File: config.mk
export PLATFORM = sky130hd
export DESIGN_NAME = pe_driver
export DESIGN_NICKNAME = d
export VERILOG_FILES = /design/src/rtl/pe_driver.sv
export SDC_FILE = /design/constraint.sdc
export NUM_CORES = 1
export LEC_CHECK = 0
export CORE_MARGIN = 2
export CORE_UTILIZATION = 43
export CTS_BUF_LIST = sky130_fd_sc_hd__clkbuf_16
export DETAILED_ROUTE_END_ITERATION = 10
export PLACE_DENSITY = 0.78
export SYNTH_ARGS = -nofsm -noshare
export SYNTH_HDL_FRONTEND = slang
export SYNTH_SLANG_ARGS = --single-unit
File: constraint.sdc
create_clock -name clk -period 1.75 [get_ports clk]
set_input_delay 0.35 -clock clk [delete_from_list [all_inputs] [get_ports clk]]
set_output_delay 0.35 -clock clk [all_outputs]
set_load 0.005 [all_outputs]
File: src/rtl/pe_driver.sv
// rtl/pe_driver.sv - sequences weight and activation streams into a PE and captures one result per neuron.
// Optional macro PE_DRIVER_PRELOAD_EN: load the next neuron's weights while the current neuron runs.
module pe_driver #(
    parameter int INPUT_WIDTH  = 8,
    parameter int WEIGHT_WIDTH = 8,
    parameter int INPUT_NUM    = 4,
    parameter int NEURON_NUM   = 2,
    parameter int PE_OUT_WIDTH = 8,
    parameter int PE_LATENCY   = 2,
    localparam int NW = (NEURON_NUM > 1) ? $clog2(NEURON_NUM) : 1
) (
    input  logic                    clk,
    input  logic                    reset,
    input  logic                    start,
    input  logic                    w_valid,
    output logic                    w_ready,
    input  logic [WEIGHT_WIDTH-1:0] w_data,
    input  logic                    x_valid,
    output logic                    x_ready,
    input  logic [INPUT_WIDTH-1:0]  x_data,
    output logic                    new_weight,
    output logic [WEIGHT_WIDTH-1:0] weight,
    output logic                    input_available,
    output logic [INPUT_WIDTH-1:0]  input_data,
    input  logic [PE_OUT_WIDTH-1:0] pe_out,
    output logic                    result_valid,
    output logic [PE_OUT_WIDTH-1:0] result,
    output logic [NW-1:0]           result_idx,
    output logic                    busy,
    output logic                    done
);

    localparam int CW = $clog2(INPUT_NUM + 1);
    localparam int DW = (PE_LATENCY > 0) ? $clog2(PE_LATENCY + 1) : 1;

    localparam logic [CW-1:0] LAST_BEAT   = CW'(INPUT_NUM - 1);
    localparam logic [NW-1:0] LAST_NEURON = NW'(NEURON_NUM - 1);
    localparam logic [DW-1:0] DRAIN_LAST  = DW'((PE_LATENCY > 0) ? PE_LATENCY - 1 : 0);

    localparam logic [2:0] S_IDLE  = 3'd0;
    localparam logic [2:0] S_LOAD  = 3'd1;
    localparam logic [2:0] S_RUN   = 3'd2;
    localparam logic [2:0] S_DRAIN = 3'd3;
    localparam logic [2:0] S_EMIT  = 3'd4;

    logic [2:0]              state_q, state_d;
    logic [CW-1:0]           w_cnt_q, w_cnt_d;
    logic [CW-1:0]           x_cnt_q, x_cnt_d;
    logic [NW-1:0]           n_cnt_q, n_cnt_d;
    logic [DW-1:0]           d_cnt_q, d_cnt_d;
    logic                    new_weight_q;
    logic [WEIGHT_WIDTH-1:0] weight_q, weight_d;
    logic                    input_available_q;
    logic [INPUT_WIDTH-1:0]  input_data_q, input_data_d;
    logic                    result_valid_q;
    logic [PE_OUT_WIDTH-1:0] result_q, result_d;
    logic [NW-1:0]           result_idx_q, result_idx_d;
    logic                    done_q;

    logic w_hs, x_hs, w_last, x_last, last_neuron, bank_ready;

`ifdef PE_DRIVER_PRELOAD_EN
    logic wbank_full_q, wbank_full_d;

    // Preload only targets neurons that still follow the current one.
    assign w_ready = (state_q == S_LOAD) ||
                     (((state_q == S_RUN) || (state_q == S_DRAIN)) &&
                      (n_cnt_q != LAST_NEURON) && !wbank_full_q);
    assign bank_ready = wbank_full_q;

    always_comb begin
        wbank_full_d = wbank_full_q;
        if (state_q == S_EMIT) begin
            wbank_full_d = 1'b0;
        end else if (w_last && (state_q != S_LOAD)) begin
            wbank_full_d = 1'b1;
        end
    end

    always_ff @(posedge clk) begin
        if (reset) begin
            wbank_full_q <= 1'b0;
        end else begin
            wbank_full_q <= wbank_full_d;
        end
    end
`else
    assign w_ready    = (state_q == S_LOAD);
    assign bank_ready = 1'b0;
`endif

    assign x_ready     = (state_q == S_RUN);
    assign w_hs        = w_valid & w_ready;
    assign x_hs        = x_valid & x_ready;
    assign w_last      = w_hs && (w_cnt_q == LAST_BEAT);
    assign x_last      = x_hs && (x_cnt_q == LAST_BEAT);
    assign last_neuron = (n_cnt_q == LAST_NEURON);

    always_comb begin
        state_d      = state_q;
        n_cnt_d      = n_cnt_q;
        d_cnt_d      = d_cnt_q;
        w_cnt_d      = w_cnt_q;
        x_cnt_d      = x_cnt_q;
        weight_d     = weight_q;
        input_data_d = input_data_q;
        result_d     = result_q;
        result_idx_d = result_idx_q;

        if (w_hs) begin
            w_cnt_d  = w_last ? '0 : w_cnt_q + CW'(1);
            weight_d = w_data;
        end
        if (x_hs) begin
            x_cnt_d      = x_last ? '0 : x_cnt_q + CW'(1);
            input_data_d = x_data;
        end

        case (state_q)
            S_IDLE: begin
                if (start) state_d = S_LOAD;
            end
            S_LOAD: begin
                if (w_last) state_d = S_RUN;
            end
            S_RUN: begin
                if (x_last) state_d = (PE_LATENCY == 0) ? S_EMIT : S_DRAIN;
            end
            S_DRAIN: begin
                d_cnt_d = d_cnt_q + DW'(1);
                if (d_cnt_q == DRAIN_LAST) begin
                    d_cnt_d = '0;
                    state_d = S_EMIT;
                end
            end
            S_EMIT: begin
                result_d     = pe_out;
                result_idx_d = n_cnt_q;
                n_cnt_d      = last_neuron ? '0 : n_cnt_q + NW'(1);
                if (last_neuron) begin
                    state_d = S_IDLE;
                end else if (bank_ready) begin
                    state_d = S_RUN;
                end else begin
                    state_d = S_LOAD;
                end
            end
            default: state_d = S_IDLE;
        endcase
    end

    always_ff @(posedge clk) begin
        if (reset) begin
            state_q           <= S_IDLE;
            w_cnt_q           <= '0;
            x_cnt_q           <= '0;
            n_cnt_q           <= '0;
            d_cnt_q           <= '0;
            new_weight_q      <= 1'b0;
            weight_q          <= '0;
            input_available_q <= 1'b0;
            input_data_q      <= '0;
            result_valid_q    <= 1'b0;
            result_q          <= '0;
            result_idx_q      <= '0;
            done_q            <= 1'b0;
        end else begin
            state_q           <= state_d;
            w_cnt_q           <= w_cnt_d;
            x_cnt_q           <= x_cnt_d;
            n_cnt_q           <= n_cnt_d;
            d_cnt_q           <= d_cnt_d;
            new_weight_q      <= w_hs;
            weight_q          <= weight_d;
            input_available_q <= x_hs;
            input_data_q      <= input_data_d;
            result_valid_q    <= (state_q == S_EMIT);
            result_q          <= result_d;
            result_idx_q      <= result_idx_d;
            done_q            <= (state_q == S_EMIT) && last_neuron;
        end
    end

    // Result and done leave the cycle after EMIT; busy drops as done rises.
    assign new_weight      = new_weight_q;
    assign weight          = weight_q;
    assign input_available = input_available_q;
    assign input_data      = input_data_q;
    assign result_valid    = result_valid_q;
    assign result          = result_q;
    assign result_idx      = result_idx_q;
    assign done            = done_q;
    assign busy            = (state_q != S_IDLE);

endmodule

==> results of run 1 <==
==> how the worst max path moves through the flow <==
stage                     startpoint    endpoint  slack (ns)
after floorplan           w_cnt_q[0]  state_q[0]        0.41
after global placement       w_valid  state_q[0]        0.09
after detailed placement     w_valid  state_q[0]        0.07
after CTS                 state_q[1]     x_ready        0.02
after global routing      state_q[0]     w_ready        0.02
final                     state_q[0]     w_ready        0.07
==> power by group <==
part	internal (mW)	total (mW)	switching [mW]
logic	0.229	0.387	0.158
registers	0.981	1.01	0.0287
clock network	0.517	0.849	0.332
total	1.73	2.25	0.519
==> flip-flops by register name, summed over array words and instances, names as in the netlist, 2 cells and up <==
signal and count:
d_cnt_q 2, input_data 8, result 8, state_q 3
w_cnt_q 3, weight 8, x_cnt_q 3
==> cells by family (layout without fill, tap and decap cells) <==
kind of cell	Yosys count	count (layout)	share of synthesized area [%]
AND/OR/NAND/NOR	76	76	24.0
multiplexers	10	10	6.22
flip-flops	41	41	50.3
adder cells (fa/ha/maj)	4	4	3.07
buffers and inverters	15	79	5.07
XOR/XNOR	3	3	1.61
AO/OA/AOI/OAI	28	28	9.67
==> area by class of cell <==
| cell class | instances | area (µm²) | area share (%) |
|---|---|---|---|
| inverters | 2 | 7.51 | 0.309 |
| well taps | 48 | 60.1 | 2.47 |
| clock inverters | 3 | 13.8 | 0.567 |
| clock buffers | 5 | 125 | 5.15 |
| repair buffers | 69 | 667 | 27.5 |
| multi-input cells | 121 | 732 | 30.1 |
| flip-flops and latches | 41 | 823 | 33.9 |
==> through the flow <==
step,setup slack [ns],std cells
final,0.0681,289
after global routing,0.0239,289
after CTS,0.0161,289
after detailed placement,0.0692,281
after global placement,0.0944,281
after floorplan,0.406,177
==> timing repair <==
| action | 4_1_cts | 5_1_grt |
|---|---|---|
| setup endpoints to repair | 1 | 2 |
| gates resized for setup | 1 | 3 |
| gates cloned | 0 | 0 |
==> worst min-delay path: stages (launching register included) <==
cell and delay, ns:
sky130_fd_sc_hd__dfxtp_1 0.30, sky130_fd_sc_hd__nand2b_1 0.06, sky130_fd_sc_hd__a21oi_1 0.04
==> per-layer routing <==
layer	GRT usage, %	up-vias
li1	-	719
met5	0	-
met4	7.81	0
met2	28.4	39
met1	20.4	625
met3	5.31	5
==> cells in the mapped netlist <==
master	instances	area share (%)
sky130_fd_sc_hd__a2111oi_0	1	0.54
sky130_fd_sc_hd__a21oi_1	23	7.1
sky130_fd_sc_hd__a2bb2oi_1	1	0.54
sky130_fd_sc_hd__a311oi_1	1	0.54
sky130_fd_sc_hd__a32oi_1	1	0.54
sky130_fd_sc_hd__and2_1	1	0.38
sky130_fd_sc_hd__and3b_1	1	0.54
sky130_fd_sc_hd__and4bb_1	1	0.77
sky130_fd_sc_hd__and4bb_2	1	0.77
sky130_fd_sc_hd__buf_1	3	0.69
sky130_fd_sc_hd__buf_2	6	1.8
sky130_fd_sc_hd__buf_4	1	0.46
sky130_fd_sc_hd__buf_6	2	1.4
sky130_fd_sc_hd__clkbuf_1	1	0.23
sky130_fd_sc_hd__dfxtp_1	41	50
sky130_fd_sc_hd__ha_1	4	3.1
sky130_fd_sc_hd__inv_1	2	0.46
sky130_fd_sc_hd__mux2_1	1	0.69
sky130_fd_sc_hd__mux2i_1	9	5.5
sky130_fd_sc_hd__nand2_1	40	9.2
sky130_fd_sc_hd__nand2b_1	3	1.2
sky130_fd_sc_hd__nand3_1	1	0.31
sky130_fd_sc_hd__nand3b_1	1	0.46
sky130_fd_sc_hd__nand4bb_1	1	0.69
sky130_fd_sc_hd__nand4bb_4	1	1.7
sky130_fd_sc_hd__nor2_1	14	3.2
sky130_fd_sc_hd__nor2b_1	2	0.77
sky130_fd_sc_hd__nor3b_1	3	1.4
sky130_fd_sc_hd__nor3b_2	1	0.77
sky130_fd_sc_hd__o21a_1	1	0.46
sky130_fd_sc_hd__or3_1	5	1.9
sky130_fd_sc_hd__xnor2_1	3	1.6
==> impl_summary.md, run 1 <==
Routing
The post-detailed-route wirelength per cell is 11.3 µm. The wire length on met3 is 174 µm. For this run, design rule violations remaining after detail routing come to 0.

The detailed-routed wire length on met2 is 1.59 mm. The length of the first detailed-routing pass in iterations is 4. The starting DRC count in detailed routing is 54. The detail route stage leaves a number of antenna-violating nets equal to 0. For this block, wires on met1 add up to 1.43 mm.

The final layout contains routed wiring with a total length of 3.26 mm. After detailed routing, no signal wire sits above met4. The final route contains 1,388 vias. Dividing the detail-routed via count by the number of cells gives 4.80.

Clock network
The count of hold-fix buffers inserted at cts is 0. The clock net in this run drives a total of 41 sinks. The register clock-pin slew on the reported worst setup and hold paths is 0.06 ns. The clock buffer count from CTS is 5. The maximum clock insertion buffer count is 2. The H-tree was split into 2 levels. TritonCTS built the clock tree. The root buffer selected by CTS is sky130_fd_sc_hd__clkbuf_16. The post-CTS setup-driven buffer insertion count is 0. Clock latency on the worst-skew pair, taken at its later pin, is 0.27 ns.

STA
The final critical delay including setup and external delays is 1.68 ns. The tightest hold path in the finished design has a slack of 0.447 ns. Measured against its own limit, the worst slew margin works out to 69.2%. Setup repair after global routing left no endpoint under its margin. The post-route fraction of the period consumed by the critical path is 96.1%. The clock arrives with 0.00181 ns of skew. The slew at the pin closest to its max-slew limit is 0.450 ns. The number of hold-slack violations in the final timing report was 0. Setup violations remaining at the end of the flow were counted as 0. The count of pins over their slew limit came to 0. The final sum of negative setup slack is 0 ns. For this run, the top clock speed supported by timing is 595 MHz.

Power
Power spread over the standard cell area amounts to 925 mW/mm². The post-route total power is 2.25 mW. For this design the static power due to leakage is 0.869 nW.

The maximum ir drop on the vdd rail is 0.608 mV.

Yosys
The count of synthesis-stage warnings from yosys is 0. The number of nets produced by synthesis is 210. In the synthesized netlist, the number of instances is 177.

After synthesis the netlist holds a flip-flop and latch count of 41. After synthesis the cells add up to 0.00163 mm². Counting distinct cell types in the post-synthesis netlist gives 32. Of the synthesized area, sequential elements account for 50.3%. A synthesized cell averages 9.21 µm².

Placement
The half-perimeter wire length of the detailed placement result is 2.38 mm. The routability congestion estimate is 0.754. Once placement finished, the instance area stood at 0.00228 mm². The count of buffers added on input and output ports is 60.

Setup path
The required time of the worst setup path is 1.40 ns. The highest fanout seen on the critical path is 4. The data arrival time of the critical path is 1.33 ns. The nature of the critical path startpoint is a register. The worst setup slack for register-to-register paths is 0.25 ns. For this run, the slowest stage of the critical path takes 0.53 ns. STA classifies the critical path endpoint as an output port.

Together, buffers and inverters on the worst path number 1. The capture instance of the worst register-to-register path is state_q[0]. The critical setup path kind is reg -> out. The critical path crosses 2 cells after its start point. On the critical path the largest part of the delay comes from buffers and inverters.

Traced cell by cell, the critical path runs through nor3b_1 -> clkdlybuf4s50_1. The cell type of the slowest stage on the worst timing path is sky130_fd_sc_hd__clkdlybuf4s50_1. The reg-to-reg critical path startpoint is w_cnt_q[0]. Counting cells, the worst reg-to-reg path comes to 5.

Floorplanning
From left edge to right edge, the die measures 65.6 µm. The initialized floorplan defines 22 standard-cell rows. The area of the die is 0.00430 mm². For this design the top-level I/O count stands at 61. The initial core utilization is 44.5%. The die span in y is 65.6 µm. The core region area is 0.00366 mm².

Final layout
The filler cells instantiated in the layout total 321. The final standard cell utilization of the core is 66.3%. The net count of the finished layout is 273. The repair_antennas step left the layout with diodes totalling 0. The final cell area excluding filler cells is 0.00243 mm². Leaving out fill and tap cells, the most frequent cell in the layout is sky130_fd_sc_hd__clkdlybuf4s50_1. The fraction of final layout cells sized beyond drive strength 1 is 9.13%.

The area growth from synthesis to final layout is 49.0%. In the layout the commonest cells are sky130_fd_sc_hd__clkdlybuf4s50_1 (59), sky130_fd_sc_hd__nand2_1 (40), sky130_fd_sc_hd__dfxtp_1 (39).

Global route
The total grt overflow is 0. The maximum number of pins on one net before global-route repair is 17. The number of global-route vias before repair is 1,290. For this run, the total global-route usage over all layers was measured as 17.2%. The first-pass GRT wire length is 5.64 mm. The initial antenna violation count is 0.

Hold path
The min-delay analysis places its worst path in the category reg -> reg. The hold path startpoint is d_cnt_q[1]. The hold path depth is 2. The worst hold path terminates at d_cnt_q[1].

Job
The tool flagged a number of max-cap violations equal to 0.

Status
The run finished with clean final reports.
Power figures use the tool's default switching activity.
==> run 2: changes to the inputs <==
Settings changed: MAX_ROUTING_LAYER set to met4.
==> impl_summary.md, run 2 (synthesis gave the netlist of run 1 again) <==
Clock network
The clock insertion delay at the later pin of the skew report is 0.27 ns. In this run the clock root is driven by a sky130_fd_sc_hd__clkbuf_16. The maximum clock insertion buffer count is 2. The H-tree was split into 2 levels. After clock tree synthesis, the clock-pin slew on the worst setup and hold paths is 0.06 ns. In this run, CTS created clock tree buffers numbering 5. For this design, the CTS-stage hold fixing added 0 buffers. The clock net in this run drives a total of 41 sinks. Once the clock tree was built, the setup fixing pass inserted 0 buffers. TritonCTS built the clock tree.

Routing
Using the TritonRoute via totals, the vias-per-cell ratio works out to 4.80. After detailed routing, no signal wire sits above met4. The via count is 1,387.

The detailed-routed wire length on met2 is 1.59 mm. The starting DRC count in detailed routing is 59. For this run, design rule violations remaining after detail routing come to 0. The number of nets with antenna violations after detailed routing is 0. Dividing the detail-routed wire length by the instance count gives 11.3 µm.

For this block, wires on met1 add up to 1.44 mm. The final layout contains routed wiring with a total length of 3.26 mm. The length of the first detailed-routing pass in iterations is 4. The wire length on met3 is 166 µm.

Final layout
Cells with a size suffix above 1 make up 9.13% of the layout. Leaving out fill and tap cells, the most frequent cell in the layout is sky130_fd_sc_hd__clkdlybuf4s50_1. The area growth from synthesis to final layout is 49.0%. The number of nets in the finished design is 273. The repair_antennas step left the layout with diodes totalling 0.

Once layout is complete, the utilization of the core stands at 66.3%. In the layout the commonest cells are sky130_fd_sc_hd__clkdlybuf4s50_1 (59), sky130_fd_sc_hd__nand2_1 (40), sky130_fd_sc_hd__dfxtp_1 (39).

Setup path
The worst register-to-register path begins at w_cnt_q[0]. The critical path is of the reg -> out type. The most critical setup path has its startpoint at state_q[0]. The worst register-to-register path has a setup slack of 0.25 ns.

The required time of the worst setup path is 1.40 ns. Walking the worst path, the cells encountered are nor3b_1 -> clkdlybuf4s50_1. The worst setup path is launched from a register. In this design, the stage delay of the slowest critical-path cell is 0.53 ns.

The cell type of the slowest stage on the worst timing path is sky130_fd_sc_hd__clkdlybuf4s50_1. Along the worst path, the maximum fanout reaches 4. The kind of end point of the critical path is an output port.

The data arrival time of the critical path is 1.33 ns.

Floorplanning
The initial core utilization is 44.5%. The die span in y is 65.6 µm. The die covers 0.00430 mm². The floorplan step defined a core boundary enclosing 0.00366 mm². After floorplanning, the core was divided into 22 placement rows.

The die is 65.6 µm wide. The total I/O pin count is 61.

Global route
The number of global-route vias before repair was 1,289. The total routing resource utilization after global routing is 17.7%. Entering global routing, the biggest net connects 17 pins. The first global-routing pass estimated 5.64 mm of wire. The initial antenna violation count was 0.

After global routing the overflow that remains totals 0.

Placement
The number of port buffers is 60. The half-perimeter wire length of the detailed placement result is 2.38 mm. At the end of routability-driven placement, the weighted congestion stood at 0.764.

STA
Setup repair after global routing left no endpoint under its margin. For the final database, setup skew stands at 0.00181 ns. The smallest clock period supported by the final layout is computed as 1.68 ns.

The setup violation total in the final timing report is 0. The tightest slew margin relative to the limit is 69.2%. The count of pins over their slew limit was 0. The final sum of negative setup slack is 0 ns. Derived from the worst setup path, the maximum achievable clock frequency is 595 MHz. The number of hold-slack violations in the final timing report was 0. The worst path uses 96.1% of the clock period. The slew at the pin closest to its max-slew limit is 0.450 ns.

Power
The design draws 2.24 mW. The maximum ir drop on the vdd rail is 0.608 mV. The leakage component of the power is 0.869 nW. In this run the power density over the cells is 924 mW/mm².

Hold path
In this run the most critical hold path is launched from d_cnt_q[1]. The min-delay analysis places its worst path in the category reg -> reg.

Job
The tool flagged a number of max-cap violations equal to 0.

Status
The run finished with clean final reports.
## run 2: cell counts in the layout (fill, tap and decap cells not counted)
Identical to the previous run, type by type.
## run 2: path summary, 6_finish.rpt
check               endpoint  cells after the start
hold / removal    d_cnt_q[1]                      2
setup / recovery     w_ready                      2
setup reg to reg  state_q[0]                      5
hold reg to reg   d_cnt_q[1]                      2
## run 2: metal layers
layer	track usage, %	vias to the layer above
li1	-	719
met1	20.6	625
met4	7.81	0
met5	-	-
met3	4.97	4
met2	28.4	39
## run 2: report_power, final
| part | switching [mW] | internal, mW | leakage [nW] |
|---|---|---|---|
| logic | 0.158 | 0.229 | 0.463 |
| registers | 0.0287 | 0.981 | 0.332 |
| clock network | 0.331 | 0.517 | 0.0748 |
| total | 0.518 | 1.73 | 0.869 |
## run 2: area by class of cell
cell class | count | area (µm²)
inverters | 2 | 7.51
well taps | 48 | 60.1
repair buffers | 69 | 667
multi-input cells | 121 | 732
fillers | 321 | 1230
clock inverters | 3 | 13.8
flip-flops and latches | 41 | 823
clock buffers | 5 | 125
## run 2: repair_timing
item                                   4_1_cts  5_1_grt
endpoints found under the hold margin        0        0
gates resized for setup                      1        3
setup endpoints to repair                    1        2
pin swaps                                    0        0
## run 2: through the flow
stage          setup WS (ns)  cell area [µm²]  hold slack, ns  cells
6_report              0.0686             2430           0.447    289
3_3_place_gp          0.0944             2280           0.433    281
3_5_place_dp          0.0692             2280           0.436    281
4_1_cts               0.0161             2420           0.447    289
2_1_floorplan          0.406             1630           0.421    177
5_1_grt               0.0239             2430           0.469    289
## run 2: worst max-delay path: cells and delay by family, from the launching register on
kind / cells / cell delay [ns]
buffers and inverters: 1 / 0.53
DFF: 1 / 0.35
and+or+nand+nor: 1 / 0.18
==> run 3: changes to the inputs <==
Settings changed: CAP_MARGIN set to 20, CTS_CLUSTER_DIAMETER set to 60.
==> results of run 3 <==
Same layout as run 2: the final DEF is identical, and so are final timing and power.
